<file path="config.mk">
export PLATFORM = sky130hd
export DESIGN_NAME = sram_axi_arbiter
export DESIGN_NICKNAME = d
export VERILOG_FILES = /design/src/rtl/sram_axi_arbiter.sv
export SDC_FILE = /design/constraint.sdc
export NUM_CORES = 1
export LEC_CHECK = 0
export ABC_AREA = 1
export CORE_AREA = 4 4 101 103
export CTS_CLUSTER_DIAMETER = 50
export DETAILED_ROUTE_END_ITERATION = 7
export DIE_AREA = 0 0 105 107
export HOLD_SLACK_MARGIN = 0.06
export PLACE_DENSITY = 0.63
export SLEW_MARGIN = 20
export SYNTH_ARGS = -nofsm -noshare
export SYNTH_HDL_FRONTEND = slang
export SYNTH_SLANG_ARGS = --single-unit
export TNS_END_PERCENT = 50
</file>
<file path="constraint.sdc">
create_clock -name clk -period 1.7 [get_ports clk]
set_input_delay 0.17 -clock clk [delete_from_list [all_inputs] [get_ports clk]]
set_output_delay 0.17 -clock clk [all_outputs]
set_load 0.02 [all_outputs]
</file>
<file path="src/rtl/sram_axi_arbiter.sv">
// sram_axi_arbiter
//   Round-robin arbiter that lets two AXI-Lite masters share one AXI-Lite
//   SRAM controller. One complete transaction is granted at a time: a write
//   (AW + W, then B) or a read (AR, then R). Channels are routed
//   combinationally between the granted master and the downstream port.
//
// Ports
//   clk, reset          system clock, asynchronous active-high reset
//   m_aw*/m_w*/m_b*     per-master write channels, master i in slice i
//   m_ar*/m_r*          per-master read channels, master i in slice i
//   s_aw*/s_w*/s_b*     downstream write channels to the SRAM controller
//   s_ar*/s_r*          downstream read channels to the SRAM controller
//   grant               one-hot owner of the downstream port, 0 when idle
//   txn_cnt0/txn_cnt1   completed transactions per master (saturating),
//                       present only when SRAM_AXI_ARBITER_STATS_EN is defined
module sram_axi_arbiter #(
  parameter int ADDR_BITS = 20,
  parameter int DATA_BITS = 16
) (
  input  logic                   clk,
  input  logic                   reset,
  input  logic [2*ADDR_BITS-1:0] m_awaddr,
  input  logic [1:0]             m_awvalid,
  output logic [1:0]             m_awready,
  input  logic [2*DATA_BITS-1:0] m_wdata,
  input  logic [1:0]             m_wvalid,
  output logic [1:0]             m_wready,
  output logic [3:0]             m_bresp,
  output logic [1:0]             m_bvalid,
  input  logic [1:0]             m_bready,
  input  logic [2*ADDR_BITS-1:0] m_araddr,
  input  logic [1:0]             m_arvalid,
  output logic [1:0]             m_arready,
  output logic [2*DATA_BITS-1:0] m_rdata,
  output logic [3:0]             m_rresp,
  output logic [1:0]             m_rvalid,
  input  logic [1:0]             m_rready,
  output logic [ADDR_BITS-1:0]   s_awaddr,
  output logic                   s_awvalid,
  input  logic                   s_awready,
  output logic [DATA_BITS-1:0]   s_wdata,
  output logic                   s_wvalid,
  input  logic                   s_wready,
  input  logic [1:0]             s_bresp,
  input  logic                   s_bvalid,
  output logic                   s_bready,
  output logic [ADDR_BITS-1:0]   s_araddr,
  output logic                   s_arvalid,
  input  logic                   s_arready,
  input  logic [DATA_BITS-1:0]   s_rdata,
  input  logic [1:0]             s_rresp,
  input  logic                   s_rvalid,
  output logic                   s_rready,
  output logic [1:0]             grant
`ifdef SRAM_AXI_ARBITER_STATS_EN
  ,
  output logic [15:0]            txn_cnt0,
  output logic [15:0]            txn_cnt1
`endif
);

  typedef enum logic [2:0] {
    IDLE,
    WR_ADDR_DATA,
    WR_RESP,
    RD_ADDR,
    RD_DATA
  } state_t;

  state_t     r_state, w_state_next;
  logic [1:0] r_grant, w_grant_next;
  logic       r_last, w_last_next;
  logic       r_aw_done, w_aw_done_next;
  logic       r_w_done, w_w_done_next;

  logic [1:0] w_wreq, w_req;
  logic       w_pick, w_sel;
  logic       w_in_wa, w_in_wb, w_in_ra, w_in_rd;
  logic       w_aw_hs, w_w_hs, w_b_hs, w_ar_hs, w_r_hs;

  assign w_wreq = m_awvalid & m_wvalid;
  assign w_req  = w_wreq | m_arvalid;
  // On a tie the master not served last wins; otherwise the lone requester.
  assign w_pick = (&w_req) ? ~r_last : ~w_req[0];
  assign w_sel  = r_grant[1];

  assign w_in_wa = (r_state == WR_ADDR_DATA);
  assign w_in_wb = (r_state == WR_RESP);
  assign w_in_ra = (r_state == RD_ADDR);
  assign w_in_rd = (r_state == RD_DATA);

  // Downstream side: granted master's channels, valids gated by state.
  assign s_awaddr  = w_sel ? m_awaddr[2*ADDR_BITS-1:ADDR_BITS] : m_awaddr[ADDR_BITS-1:0];
  assign s_araddr  = w_sel ? m_araddr[2*ADDR_BITS-1:ADDR_BITS] : m_araddr[ADDR_BITS-1:0];
  assign s_wdata   = w_sel ? m_wdata[2*DATA_BITS-1:DATA_BITS] : m_wdata[DATA_BITS-1:0];
  // A channel that already handshook is masked so it is never sent twice.
  assign s_awvalid = w_in_wa & m_awvalid[w_sel] & ~r_aw_done;
  assign s_wvalid  = w_in_wa & m_wvalid[w_sel] & ~r_w_done;
  assign s_bready  = w_in_wb & m_bready[w_sel];
  assign s_arvalid = w_in_ra & m_arvalid[w_sel];
  assign s_rready  = w_in_rd & m_rready[w_sel];

  assign w_aw_hs = s_awvalid & s_awready;
  assign w_w_hs  = s_wvalid & s_wready;
  assign w_b_hs  = s_bvalid & s_bready;
  assign w_ar_hs = s_arvalid & s_arready;
  assign w_r_hs  = s_rvalid & s_rready;

  // Master side: only the granted master ever sees ready/valid.
  genvar gi;
  generate
    for (gi = 0; gi < 2; gi++) begin : g_master
      assign m_awready[gi] = w_in_wa & r_grant[gi] & ~r_aw_done & s_awready;
      assign m_wready[gi]  = w_in_wa & r_grant[gi] & ~r_w_done & s_wready;
      assign m_bvalid[gi]  = w_in_wb & r_grant[gi] & s_bvalid;
      assign m_bresp[2*gi +: 2] = (w_in_wb & r_grant[gi]) ? s_bresp : 2'b00;
      assign m_arready[gi] = w_in_ra & r_grant[gi] & s_arready;
      assign m_rvalid[gi]  = w_in_rd & r_grant[gi] & s_rvalid;
      assign m_rresp[2*gi +: 2] = (w_in_rd & r_grant[gi]) ? s_rresp : 2'b00;
      assign m_rdata[gi*DATA_BITS +: DATA_BITS] =
        (w_in_rd & r_grant[gi]) ? s_rdata : {DATA_BITS{1'b0}};
    end
  endgenerate

  assign grant = r_grant;

  always_ff @(posedge clk or posedge reset) begin
    if (reset) begin
      r_state   <= IDLE;
      r_grant   <= 2'b00;
      r_last    <= 1'b1;
      r_aw_done <= 1'b0;
      r_w_done  <= 1'b0;
    end else begin
      r_state   <= w_state_next;
      r_grant   <= w_grant_next;
      r_last    <= w_last_next;
      r_aw_done <= w_aw_done_next;
      r_w_done  <= w_w_done_next;
    end
  end

  always_comb begin
    w_state_next   = r_state;
    w_grant_next   = r_grant;
    w_last_next    = r_last;
    w_aw_done_next = r_aw_done;
    w_w_done_next  = r_w_done;
    case (r_state)
      IDLE: begin
        if (|w_req) begin
          w_grant_next   = w_pick ? 2'b10 : 2'b01;
          w_last_next    = w_pick;
          w_aw_done_next = 1'b0;
          w_w_done_next  = 1'b0;
          // Within one master a pending write goes before a pending read.
          w_state_next   = w_wreq[w_pick] ? WR_ADDR_DATA : RD_ADDR;
        end
      end
      WR_ADDR_DATA: begin
        w_aw_done_next = r_aw_done | w_aw_hs;
        w_w_done_next  = r_w_done | w_w_hs;
        if (w_aw_done_next && w_w_done_next) begin
          w_state_next = WR_RESP;
        end
      end
      WR_RESP: begin
        if (w_b_hs) begin
          w_state_next   = IDLE;
          w_grant_next   = 2'b00;
          w_aw_done_next = 1'b0;
          w_w_done_next  = 1'b0;
        end
      end
      RD_ADDR: begin
        if (w_ar_hs) begin
          w_state_next = RD_DATA;
        end
      end
      RD_DATA: begin
        if (w_r_hs) begin
          w_state_next = IDLE;
          w_grant_next = 2'b00;
        end
      end
      default: begin
        w_state_next = IDLE;
        w_grant_next = 2'b00;
      end
    endcase
  end

`ifdef SRAM_AXI_ARBITER_STATS_EN
  logic [1:0][15:0] r_txn_cnt;

  always_ff @(posedge clk or posedge reset) begin
    if (reset) begin
      r_txn_cnt <= '0;
    end else begin
      for (int i = 0; i < 2; i++) begin
        if ((w_b_hs | w_r_hs) && r_grant[i] && (r_txn_cnt[i] != 16'hFFFF)) begin
          r_txn_cnt[i] <= r_txn_cnt[i] + 16'd1;
        end
      end
    end
  end

  assign txn_cnt0 = r_txn_cnt[0];
  assign txn_cnt1 = r_txn_cnt[1];
`endif

endmodule

</file>
==> metrics, run 1 <==
Crit. End Element=primary output; pin count of the biggest net entering global routing=26; Worst Setup Start Kind=register; IO Pins=~260; CTS tree=done; 1st-iter DRT viols=a little over 70; worst path cell trace=buf_4 > nor3_4 > nand2_1 > buf_6 > nor2_1 > buf_4; number of I/O port buffers=about 260; cell row count=35; TritonCTS Buffers=3; fill count=slightly above 1,000; CP Max Fanout=19; Starting Density=0.1718; syn nets=around 500; PD cells=1046 nW/um^2; Max Cap Viol=0; dominant cell type by count on the critical path=buf_4; final setup vio count=0; hold slack=182.9 ps; Worst-Margin Slew=295.5 ps; Die X=105 um; Slew HR=0.8028; top_reg_cell synth=dfrtp_1; die height=about 110 um; commonest non-fill, non-tap cell in the layout=nand2_1; drt drc=0; Sink Count=8; Final Cycle Share=0.9597; Final min period=1631 ps; all-layer global routing usage=0.1591; slowest CP cell=dfrtp_1; LEAKAGE=0.002451 uW; synthesized area=1580 um^2; core box area=9196 um^2; Max Clk Rate=~0.61 GHz; pre-CTS WS=-160.4 ps; Crit path required time=1530 ps; Root Buffer=clkbuf_8; htree depth=1; asr flop ratio synth=1.000; CP max stage delay=370 ps; Cells after Synth=359; vias in the first global route=3,040; Max Buffers Root-to-Sink=2; DPL Wire Length=8815 um; CP Data Arrival Time=1460 ps; synthesis-stage register bit count=8; Clock Latency Late Sink=230 ps; Max Slew Vio Count=0; worst vdd ir=0.4162 mV; clk_skew=around 6.1 ps; GP Congestion=roughly 0.86; Final Hold Violating Endpoints=0; Post-synth EDFFs=0; share of layout cells above drive strength 1=0.2150; sequential-to-total area share from yosys stat=0.1275; DRT Pass-1 Iters=4; routed vias=roughly 3,100; fin worst setup slack=68.53 ps; initial antenna violation count=0; Hold WC Path Type=input port to async pin; RSZ-0062 raised after global routing=true; WL per Instance=13.13 um; critical path class=register to primary output; Post-Route WL=9889 um; area grow syn2layout=173.6%; status=finished, final reports clean; synth warn=0; first-pass GRT wire length=around 15,000 um; Die Area=11,240 um^2; GRT overflow=0; diode count=0; most frequent cells in the layout=nand2_1, clkdlybuf4s50_1, buf_4; Distinct cells, synth=19; clock slew at reported path FFs=50 ps; vias per inst=roughly 4.1; power consumption=4524 uW; Post-Syn Area per Cell=around 4.4 um^2; Final nets=between 700 and 800; Antenna Violating Nets Remaining=0
[repair_timing]
| action | 4_1_cts | 5_1_grt |
|---|---|---|
| hold buffers | 0 | 0 |
| setup endpoints to repair | 110 | 108 |
| setup buffers | 0 | 2 |
| resized for setup | 267 | 132 |
| pin swaps | 1 | 4 |
[metrics by stage]
step	std cells	utilization	TNS [ps]	instance area [um^2]
2_1_floorplan	359	-	0	1580
3_3_place_gp	747	0.4922	-6227	4527
3_5_place_dp	747	0.4922	-6755	4527
4_1_cts	751	0.4748	-594.7	4367
5_1_grt	753	0.4701	-186.2	4323
6_report	753	0.4701	0	4323
[worst max-delay path: cells and delay by family (launching register included)]
family,cells,cell delay [ps]
buffers and inverters,3,480
and+or+nand+nor,3,380
DFF,1,370
[state kept, by name, indices dropped and copies added (netlist names)]
name	count
grant	2
r_state	3
r_w_done	1
r_last	1
r_aw_done	1
[path summary, 6_finish.rpt]
path / startpoint / to / slack (ps) / depth (start not counted)
worst max-delay path: r_state[0]$_DFFE_PP0P_ / m_rvalid[1] / 70 / 6
worst min-delay path: reset / r_aw_done$_DFFE_PP0P_ / 180 / 2
worst max register to register: grant[1]$_DFFE_PP0P_ / r_state[0]$_DFFE_PP0P_ / 150 / 10
worst min register to register: r_last$_DFFE_PP1P_ / r_last$_DFFE_PP1P_ / 510 / 2
max in group asynchronous: reset / r_last$_DFFE_PP1P_ / 1230 / 2
min in group clk: r_last$_DFFE_PP1P_ / r_last$_DFFE_PP1P_ / 510 / 2
[where the power goes]
group | leakage [uW] | switching, uW | internal (uW) | total (uW)
combinational | 0.00233 | 2300 | 1640 | 3940
clock | 0.0000228 | 76.0 | 163 | 239
sequential | 0.000100 | 62.5 | 279 | 342
[synthesized netlist by cell type, types with 3 or more instances]
| master | count | area (um^2) |
|---|---|---|
| inv_1 | 38 | 142.6 |
| dfrtp_1 | 7 | 175.2 |
| nor2_1 | 53 | 198.9 |
| buf_2 | 4 | 20.02 |
| buf_1 | 4 | 15.01 |
| nor3_1 | 6 | 30.03 |
| nand2_1 | 221 | 829.6 |
| nand3_1 | 3 | 15.01 |
| clkbuf_1 | 7 | 26.28 |
| o21ai_0 | 5 | 25.02 |
| nand4_1 | 3 | 18.77 |
[kinds of logic after synthesis]
family | Yosys count | share of synthesized area
compound gates | 7 | 0.02612
buf+inv | 53 | 0.1291
simple gates | 291 | 0.7173
flops | 8 | 0.1275
[final cells by class]
cell class,instances,area [um^2],share of cell area
Inverter,38,142.6,0.03300
Tap cell,111,138.9,0.03213
Sequential cell,8,202.7,0.04689
Clock buffer,4,45.04,0.01042
Timing Repair Buffer,294,2564,0.5931
Multi-Input combinational cell,298,1230,0.2845
[layer usage]
| layer | GRT usage | routed length, um | vias up |
|---|---|---|---|
| met5 | 0 | 0 | - |
| met4 | 0.03374 | 136 | 0 |
| met3 | 0.04576 | 803 | 12 |
| met2 | 0.3258 | 5484 | 142 |
| met1 | 0.1559 | 3464 | 1345 |
| li1 | - | - | 1622 |
Note: power is estimated with default switching activity, not from simulation.
==> run 2: changes to the inputs <==
Settings changed: CTS_CLUSTER_SIZE from default to 10.
==> results of run 2 <==
The final DEF is identical to that of run 1; final timing and power are the same.
